`src/rtl/serial_adder.sv`:
```
// serial_adder: digit-serial adder/subtractor.
// Adds one DIGIT-bit slice per cycle, least significant slice first, with the
// carry held in a register between slices. A result takes WIDTH/DIGIT RUN
// cycles followed by a single DONE cycle. WIDTH must be a multiple of DIGIT.
// Optional feature macro: SERIAL_ADDER_SUB_EN enables subtract mode through
// the sub port. Without it, sub is accepted but has no effect.
module serial_adder #(
  parameter int WIDTH = 16,
  parameter int DIGIT = 4
) (
  input  logic             clk,
  input  logic             reset,
  input  logic             start,
  input  logic [WIDTH-1:0] A,
  input  logic [WIDTH-1:0] B,
  input  logic             Cin,
  input  logic             sub,
  output logic             busy,
  output logic             done,
  output logic [WIDTH-1:0] S,
  output logic             Cout
);

  localparam int N  = WIDTH / DIGIT;
  localparam int CW = (N > 1) ? $clog2(N) : 1;

  typedef enum logic [1:0] {
    IDLE = 2'd0,
    RUN  = 2'd1,
    DONE = 2'd2
  } state_t;

  state_t           state_r;
  state_t           state_next_s;
  logic [CW-1:0]    cnt_r;
  logic [WIDTH-1:0] a_r;
  logic [WIDTH-1:0] b_r;
  logic             carry_r;
  logic [WIDTH-1:0] sum_r;
  logic [WIDTH-1:0] s_r;
  logic             cout_r;
  logic             busy_r;
  logic             done_r;

  logic             cnt_last_s;
  logic             cin_eff_s;
  logic [DIGIT-1:0] b_slice_s;
  logic [DIGIT:0]   slice_s;
  logic [WIDTH-1:0] sum_next_s;

`ifdef SERIAL_ADDER_SUB_EN
  logic sub_r;

  // Subtract mode: the latched sub selects the inverted operand; carry-in is forced to 1.
  assign cin_eff_s = sub ? 1'b1 : Cin;
  assign b_slice_s = sub_r ? ~b_r[DIGIT-1:0] : b_r[DIGIT-1:0];
`else
  logic unused_sub_s;

  assign unused_sub_s = sub;
  assign cin_eff_s    = Cin;
  assign b_slice_s    = b_r[DIGIT-1:0];
`endif

  assign cnt_last_s = (cnt_r == CW'(N - 1));

  // One slice add. The carry register holds the latched carry-in for slice 0.
  assign slice_s = {1'b0, a_r[DIGIT-1:0]} + {1'b0, b_slice_s} + {{DIGIT{1'b0}}, carry_r};

  // The slice result enters at the top of the partial sum. After N slices, the partial sum is fully aligned.
  assign sum_next_s = (sum_r >> DIGIT) | (WIDTH'(slice_s[DIGIT-1:0]) << (WIDTH - DIGIT));

  // Next-state logic for the IDLE -> RUN -> DONE sequence.
  always_comb begin
    state_next_s = state_r;
    case (state_r)
      IDLE: begin
        if (start) begin
          state_next_s = RUN;
        end else begin
          state_next_s = IDLE;
        end
      end
      RUN: begin
        if (cnt_last_s) begin
          state_next_s = DONE;
        end else begin
          state_next_s = RUN;
        end
      end
      DONE:    state_next_s = IDLE;
      default: state_next_s = IDLE;
    endcase
  end

  // State register. busy and done are registered from the state being entered.
  always_ff @(posedge clk) begin
    if (reset) begin
      state_r <= IDLE;
      busy_r  <= 1'b0;
      done_r  <= 1'b0;
    end else begin
      state_r <= state_next_s;
      busy_r  <= (state_next_s == RUN);
      done_r  <= (state_next_s == DONE);
    end
  end

  // Operand latch, slice shifting, and result capture on the final slice.
  always_ff @(posedge clk) begin
    if (reset) begin
      cnt_r   <= {CW{1'b0}};
      a_r     <= {WIDTH{1'b0}};
      b_r     <= {WIDTH{1'b0}};
      carry_r <= 1'b0;
      sum_r   <= {WIDTH{1'b0}};
      s_r     <= {WIDTH{1'b0}};
      cout_r  <= 1'b0;
`ifdef SERIAL_ADDER_SUB_EN
      sub_r   <= 1'b0;
`endif
    end else begin
      case (state_r)
        IDLE: begin
          if (start) begin
            a_r     <= A;
            b_r     <= B;
            carry_r <= cin_eff_s;
            cnt_r   <= {CW{1'b0}};
            sum_r   <= {WIDTH{1'b0}};
`ifdef SERIAL_ADDER_SUB_EN
            sub_r   <= sub;
`endif
          end
        end
        RUN: begin
          a_r     <= a_r >> DIGIT;
          b_r     <= b_r >> DIGIT;
          carry_r <= slice_s[DIGIT];
          sum_r   <= sum_next_s;
          cnt_r   <= cnt_r + CW'(1);
          if (cnt_last_s) begin
            s_r    <= sum_next_s;
            cout_r <= slice_s[DIGIT];
          end
        end
        default: begin
          cnt_r <= cnt_r;
        end
      endcase
    end
  end

  assign busy = busy_r;
  assign done = done_r;
  assign S    = s_r;
  assign Cout = cout_r;

endmodule

```
`config.mk`:
```
export PLATFORM = sky130hd
export DESIGN_NAME = serial_adder
export DESIGN_NICKNAME = d
export VERILOG_FILES = /design/src/rtl/serial_adder.sv
export SDC_FILE = /design/constraint.sdc
export NUM_CORES = 1
export LEC_CHECK = 0
export CORE_ASPECT_RATIO = 0.75
export CORE_MARGIN = 4
export CORE_UTILIZATION = 34
export CTS_BUF_LIST = sky130_fd_sc_hd__clkbuf_8
export CTS_CLUSTER_SIZE = 30
export DETAILED_ROUTE_END_ITERATION = 10
export GPL_TIMING_DRIVEN = 0
export SLEW_MARGIN = 10
export SYNTH_ARGS = -nofsm -noshare
export SYNTH_HDL_FRONTEND = slang
export SYNTH_SLANG_ARGS = --single-unit
```
`constraint.sdc`:
```
create_clock -name clk -period 4.7 [get_ports clk]
set_input_delay 1.175 -clock clk [delete_from_list [all_inputs] [get_ports clk]]
set_output_delay 1.175 -clock clk [all_outputs]
set_load 0.01 [all_outputs]
```
== Word level (Yosys, flattened, before mapping) ==
Cells that the tools add are included.

* Output and inout port bits: 19
* RAM bits: 0
* Latch bits: 0
* Memory bits (read-only): 0
* Register bits after elaboration: 72
* Input bits: 37
* Logic and storage cells: 36
* Memories kept: 0

* Shifts and indexed selects: 0
* Multiplexer cells: 13
* Add/subtract/negate cells: 3
* $lt $le $gt $ge: 0
* Bitwise gates (word level): 1
* Reductions and logical operators: 4
* Multiply operators: 0
* Div/mod/pow operators: 0
* Equal/unequal tests: 5

{| class="wikitable"
|+ Operator list
! cell !! number
|-
| one-hot mux 16 bit (2 select lines) || 3
|-
| two-way mux 16 bit || 3
|-
| bitwise OR 12 x 16 -> 16 bit || 1
|-
| one-hot mux 2 bit (2 select lines) || 2
|-
| adder 4 x 4 -> 5 bit || 1
|-
| adder 5 x 1 -> 5 bit || 1
|-
| equality test 2 x 1 -> 1 bit (second input constant) || 2
|-
| equality test 2 bit (second input constant) || 2
|-
| two-way mux 2 bit || 2
|-
| AND reduction 2 bit || 2
|-
| adder 2 x 1 -> 2 bit (second input constant) || 1
|-
| logical NOT 2 bit || 1
|-
| two-way mux 1 bit || 2
|-
| != test 2 bit (second input constant) || 1
|-
| one-hot mux 1 bit (2 select lines) || 1
|-
| nonzero test 2 bit || 1
|}

== Depth between registers and ports, before layout ==
Gate-level depths: netlist (run 1).

* Depth after elaboration: 4
* Depth in mapped cells: 6
* Mapped depth without buffers: 5

== Worst setup path before layout (run 1) ==
No wires, ideal clock.

* Path kind: input to register
* Start: in start
* End: reg cnt_r[1]
* Setup slack: 2.727 ns
* Arrival time: 1.841 ns
* Library setup time: 0.132 ns
* Path buffers: 1
* Data required time: 4.568 ns
* Stages on the path: 4
* Cell sequence: or3b_1 -> buf_2 -> nand3_1 -> a21oi_1

* Word-level cells in the longest chain between the ends: 2

{| class="wikitable"
|+ RTL lines
! item !! RTL line !! text
|-
| from (decl) || 13 || <nowiki>input logic start,</nowiki>
|-
| != test 2 bit (no line) || -- ||
|-
| AND reduction 2 bit (no line) || -- ||
|-
| to (signal assigned) || 112 || <nowiki>cnt_r <= {CW{1'b0}};</nowiki>
|-
| to (signal assigned) || 129 || <nowiki>cnt_r <= {CW{1'b0}};</nowiki>
|-
| to (signal assigned) || 141 || <nowiki>cnt_r <= cnt_r + CW'(1);</nowiki>
|-
| to (decl) || 35 || <nowiki>logic [CW-1:0] cnt_r;</nowiki>
|}

Every way passes these cells.
A chain may end at the register's enable or synchronous reset.

== Final worst setup path (run 1) ==
* Start: in reset
* End: reg b_r[15]

{| class="wikitable"
|+ RTL lines
! item !! RTL line !! text
|-
| from (decl) || 12 || <nowiki>input logic reset,</nowiki>
|-
| to (signal assigned) || 114 || <nowiki>b_r <= {WIDTH{1'b0}};</nowiki>
|-
| to (signal assigned) || 138 || <nowiki>b_r <= b_r >> DIGIT;</nowiki>
|-
| to (decl) || 37 || <nowiki>logic [WIDTH-1:0] b_r;</nowiki>
|}

No word-level cell between the ends.

==> results of run 1 <==
[power by group]
part / total [uW] / leakage (uW) / internal (uW) / switching (uW)
clock network: 416 / 0.0000930 / 200 / 216
registers: 625 / 0.000556 / 606 / 19.3
logic: 173 / 0.000700 / 80.3 / 92.4
[cell families after synthesis]
logic type      synth area share
compound gates             0.198
xor+xnor                 0.00313
buf+inv                   0.0582
fa+ha+maj                 0.0322
flops                      0.487
simple gates               0.218
mux                      0.00358
[layout by cell type (no fill, tap or decap), drive strengths merged, types with 4 or more instances in the layout]
| cell | n |
|---|---|
| clkinv | 4 |
| a22oi | 8 |
| clkdlybuf4s50 | 54 |
| nor2 | 39 |
| nand3 | 14 |
| ha | 4 |
| a21oi | 27 |
| a2111oi | 4 |
| nand2 | 87 |
| buf | 21 |
| clkbuf | 15 |
| a311oi | 24 |
| dfxtp | 68 |
[flip-flops by register name, summed over array words and instances (netlist names)]
register / cells
S: 16
state_r: 2
carry_r: 1
cnt_r: 2
b_r: 16
sum_r: 12
a_r: 16
Cout: 1
done: 1
busy: 1
[cell type report]
| cell class | instances | area share |
|---|---|---|
| plain buffers | 26 | 0.0437 |
| clock buffers | 10 | 0.0379 |
| clock inverters | 6 | 0.00860 |
| inverters | 1 | 0.00103 |
| multi-input cells | 230 | 0.350 |
| flip-flops and latches | 68 | 0.374 |
| well taps | 105 | 0.0361 |
| repair buffers | 54 | 0.149 |
[worst paths after layout]
kind | to | from | slack (ps)
setup / recovery | b_r[15] | reset | 2140
hold / removal | S[8] | S[8] | 450
setup reg to reg | carry_r | a_r[0] | 2780
hold reg to reg | S[8] | S[8] | 450
[worst max-delay path: stages]
cell	delay (ps)
clkdlybuf4s50_1	570
clkbuf_1	410
clkbuf_1	500
nor2_1	110
[layer usage]
layer  wire (um)  vias up  track usage
met3         428        5       0.0558
li1            -     1265            -
met1        3750     1150        0.228
met4          62        0       0.0426
met2        2940       72        0.228
met5           0        -            0
[stage by stage]
step / hold slack [ps] / power (uW) / cells / area (um2) / utilization
2_1_floorplan: 432 / 740 / 325 / 2800 / -
3_3_place_gp: 447 / 808 / 484 / 3470 / 0.436
3_5_place_dp: 449 / 811 / 484 / 3470 / 0.436
4_1_cts: 460 / 1230 / 500 / 3640 / 0.457
5_1_grt: 481 / 1280 / 500 / 3640 / 0.457
6_report: 454 / 1210 / 500 / 3640 / 0.457
==> metrics.txt, run 1 <==
# TYPE chip_impl_metric gauge
chip_impl_metric{name="final_layout_size_suffix_gt1_frac",unit=""} 0.101
chip_impl_metric{name="insertion_delay",unit="ps"} 340
chip_impl_info{name="synth.top_cells.by_area",value="dfxtp_1 49%, nand2_1 12%, a311oi_1 6.6%"} 1
chip_impl_metric{name="hpwl",unit="um"} 5200
chip_impl_metric{name="synthesis.instances",unit=""} 325
chip_impl_metric{name="number_of_cells_on_the_worst_hold_path",unit=""} 2
chip_impl_metric{name="grt_antenna_before_repair",unit=""} 0
chip_impl_metric{name="power_density_cells",unit="nW/um2"} 334
chip_impl_metric{name="fin_setup_tns",unit="ps"} 0
chip_impl_metric{name="ff_latch_area",unit="um2"} 1360
chip_impl_metric{name="remaining_drc_errors",unit=""} 0
chip_impl_metric{name="routedWlPerCell",unit="um"} 14.4
chip_impl_info{name="post-synth-top-area-cell",value="dfxtp_1"} 1
chip_impl_metric{name="first_global_vias",unit=""} 2467
chip_impl_metric{name="largest_net_degree_at_the_start_of_global_routing",unit=""} 12
chip_impl_metric{name="critical_path_arrival",unit="ps"} 2770
chip_impl_metric{name="grt_remaining_overflow",unit=""} 0
chip_impl_metric{name="net_count_after_synthesis",unit=""} 368
chip_impl_metric{name="gpl.final_weighted_congestion",unit=""} 0.790
chip_impl_metric{name="global_routing_usage_summed_across_all_routing_layers",unit=""} 0.159
chip_impl_metric{name="detailedRoute.firstIterationViolations",unit=""} 110
chip_impl_metric{name="n_antenna_cell",unit=""} 0
chip_impl_info{name="status",value="completed"} 1
chip_impl_metric{name="worstPathMaxFanout",unit=""} 10
chip_impl_metric{name="core_area",unit="um2"} 7950
chip_impl_info{name="critical_path.endpoint_type",value="register"} 1
chip_impl_metric{name="critical_path_required",unit="ps"} 4920
chip_impl_metric{name="synth_enable_flop_cells",unit=""} 0
chip_impl_metric{name="timing.clock.skew",unit="ps"} 7.96
chip_impl_metric{name="cts.path.max_buffers",unit=""} 2
chip_impl_info{name="ctsRootBufferMaster",value="clkbuf_8"} 1
chip_impl_metric{name="fin_crit_sh",unit=""} 0.544
chip_impl_metric{name="final_nets",unit=""} 433
chip_impl_metric{name="synth_top_cell_area_share",unit=""} 0.487
chip_impl_metric{name="yosysUniqueCellTypes",unit=""} 35
chip_impl_metric{name="maxSlewHeadroom",unit=""} 0.492
chip_impl_metric{name="synth_seq_area_share",unit=""} 0.487
chip_impl_info{name="synthFlopType",value="dfxtp_1"} 1
chip_impl_info{name="cts_tree",value="built"} 1
chip_impl_metric{name="multiInputGateArea",unit="um2"} 1270
chip_impl_metric{name="initial_core_util",unit=""} 0.351
chip_impl_metric{name="wire_length_of_the_first_global_routing_pass",unit="um"} 12200
chip_impl_metric{name="synth_warnings",unit=""} 0
chip_impl_info{name="top_count_cell_post_synth",value="nand2_1"} 1
chip_impl_metric{name="post-route-worst-setup-slack",unit="ps"} 2140
chip_impl_info{name="synth.top_cells.by_count",value="87 x nand2_1, 68 x dfxtp_1, 39 x nor2_1"} 1
chip_impl_metric{name="core.rowCount",unit=""} 28
chip_impl_metric{name="syn_std_cell_area",unit="um2"} 2800
chip_impl_metric{name="clock.fmax",unit="GHz"} 0.391
chip_impl_metric{name="post-cts-setup-buffer-count",unit=""} 0
chip_impl_metric{name="layout.filler_cells",unit=""} 797
chip_impl_info{name="worst-setup-path-type",value="in2reg"} 1
chip_impl_metric{name="slew_of_the_pin_with_the_lowest_slew_margin",unit="ps"} 759
chip_impl_metric{name="postRouteAntennaNets",unit=""} 0
chip_impl_metric{name="detail_route.first_pass.iterations",unit=""} 4
chip_impl_metric{name="htreeDepth",unit=""} 3
chip_impl_metric{name="io_buffers",unit=""} 54
chip_impl_metric{name="final_routed_wirelength_across_all_metal_layers",unit="um"} 7180
chip_impl_metric{name="die_w",unit="um"} 113
chip_impl_metric{name="dr_total_vias",unit=""} 2492
chip_impl_metric{name="p_leak",unit="uW"} 0.00135
chip_impl_metric{name="reg2reg_depth",unit=""} 5
chip_impl_metric{name="synthToLayoutAreaGrowth",unit="%"} 30.1
chip_impl_metric{name="drv_slew",unit=""} 0
chip_impl_info{name="setup.worst_path.start_class",value="input port"} 1
chip_impl_metric{name="die_footprint",unit="um2"} 9750
chip_impl_metric{name="placement.setup.worst_slack",unit="ps"} 1790
chip_impl_metric{name="die-height",unit="um"} 86.5
chip_impl_metric{name="async_flop_share",unit=""} 0
chip_impl_metric{name="min_period",unit="ps"} 2560
chip_impl_metric{name="avgSynthCellArea",unit="um2"} 8.60
chip_impl_info{name="rsz0062_at_grt",value="no"} 1
chip_impl_metric{name="yosys_reg_bits",unit=""} 68
chip_impl_metric{name="timing_hold_violations_final",unit=""} 0
chip_impl_metric{name="post_cts_resized",unit=""} 0
chip_impl_metric{name="cts_buffer_count",unit=""} 9
chip_impl_metric{name="vias_per_cell",unit=""} 4.98
chip_impl_metric{name="clk_pin_slew_worst_paths",unit="ps"} 80
chip_impl_metric{name="clock_sink_count",unit=""} 68
chip_impl_metric{name="finalSetupViolations",unit=""} 0
chip_impl_metric{name="ir_drop",unit="V"} 0.000136
chip_impl_metric{name="io-pin-count",unit=""} 56
chip_impl_metric{name="drv.max_cap_violation_count",unit=""} 0
chip_impl_metric{name="cts_hold_repair.buffers",unit=""} 0
chip_impl_info{name="min-delay-path-class",value="reg2reg"} 1
Note: power is estimated with default switching activity, not from simulation.
==> inputs of run 2 (changes only) <==
==> constraint.sdc (replaced) <==
create_clock -name clk -period 2.4 [get_ports clk]
set_input_delay 0.6 -clock clk [delete_from_list [all_inputs] [get_ports clk]]
set_output_delay 0.6 -clock clk [all_outputs]
set_load 0.01 [all_outputs]
==> results of run 2 <==
Same layout as run 1 (identical final DEF). Status: completed.
Among the figures that moved: setup slack after placement 1790 ps -> 68.5 ps; setup slack after layout 2140 ps -> 417 ps; register-to-register setup slack 2780 ps -> 480 ps; total power 1210 uW -> 2380 uW; worst IR drop on VDD 0.000136 V -> 0.000267 V
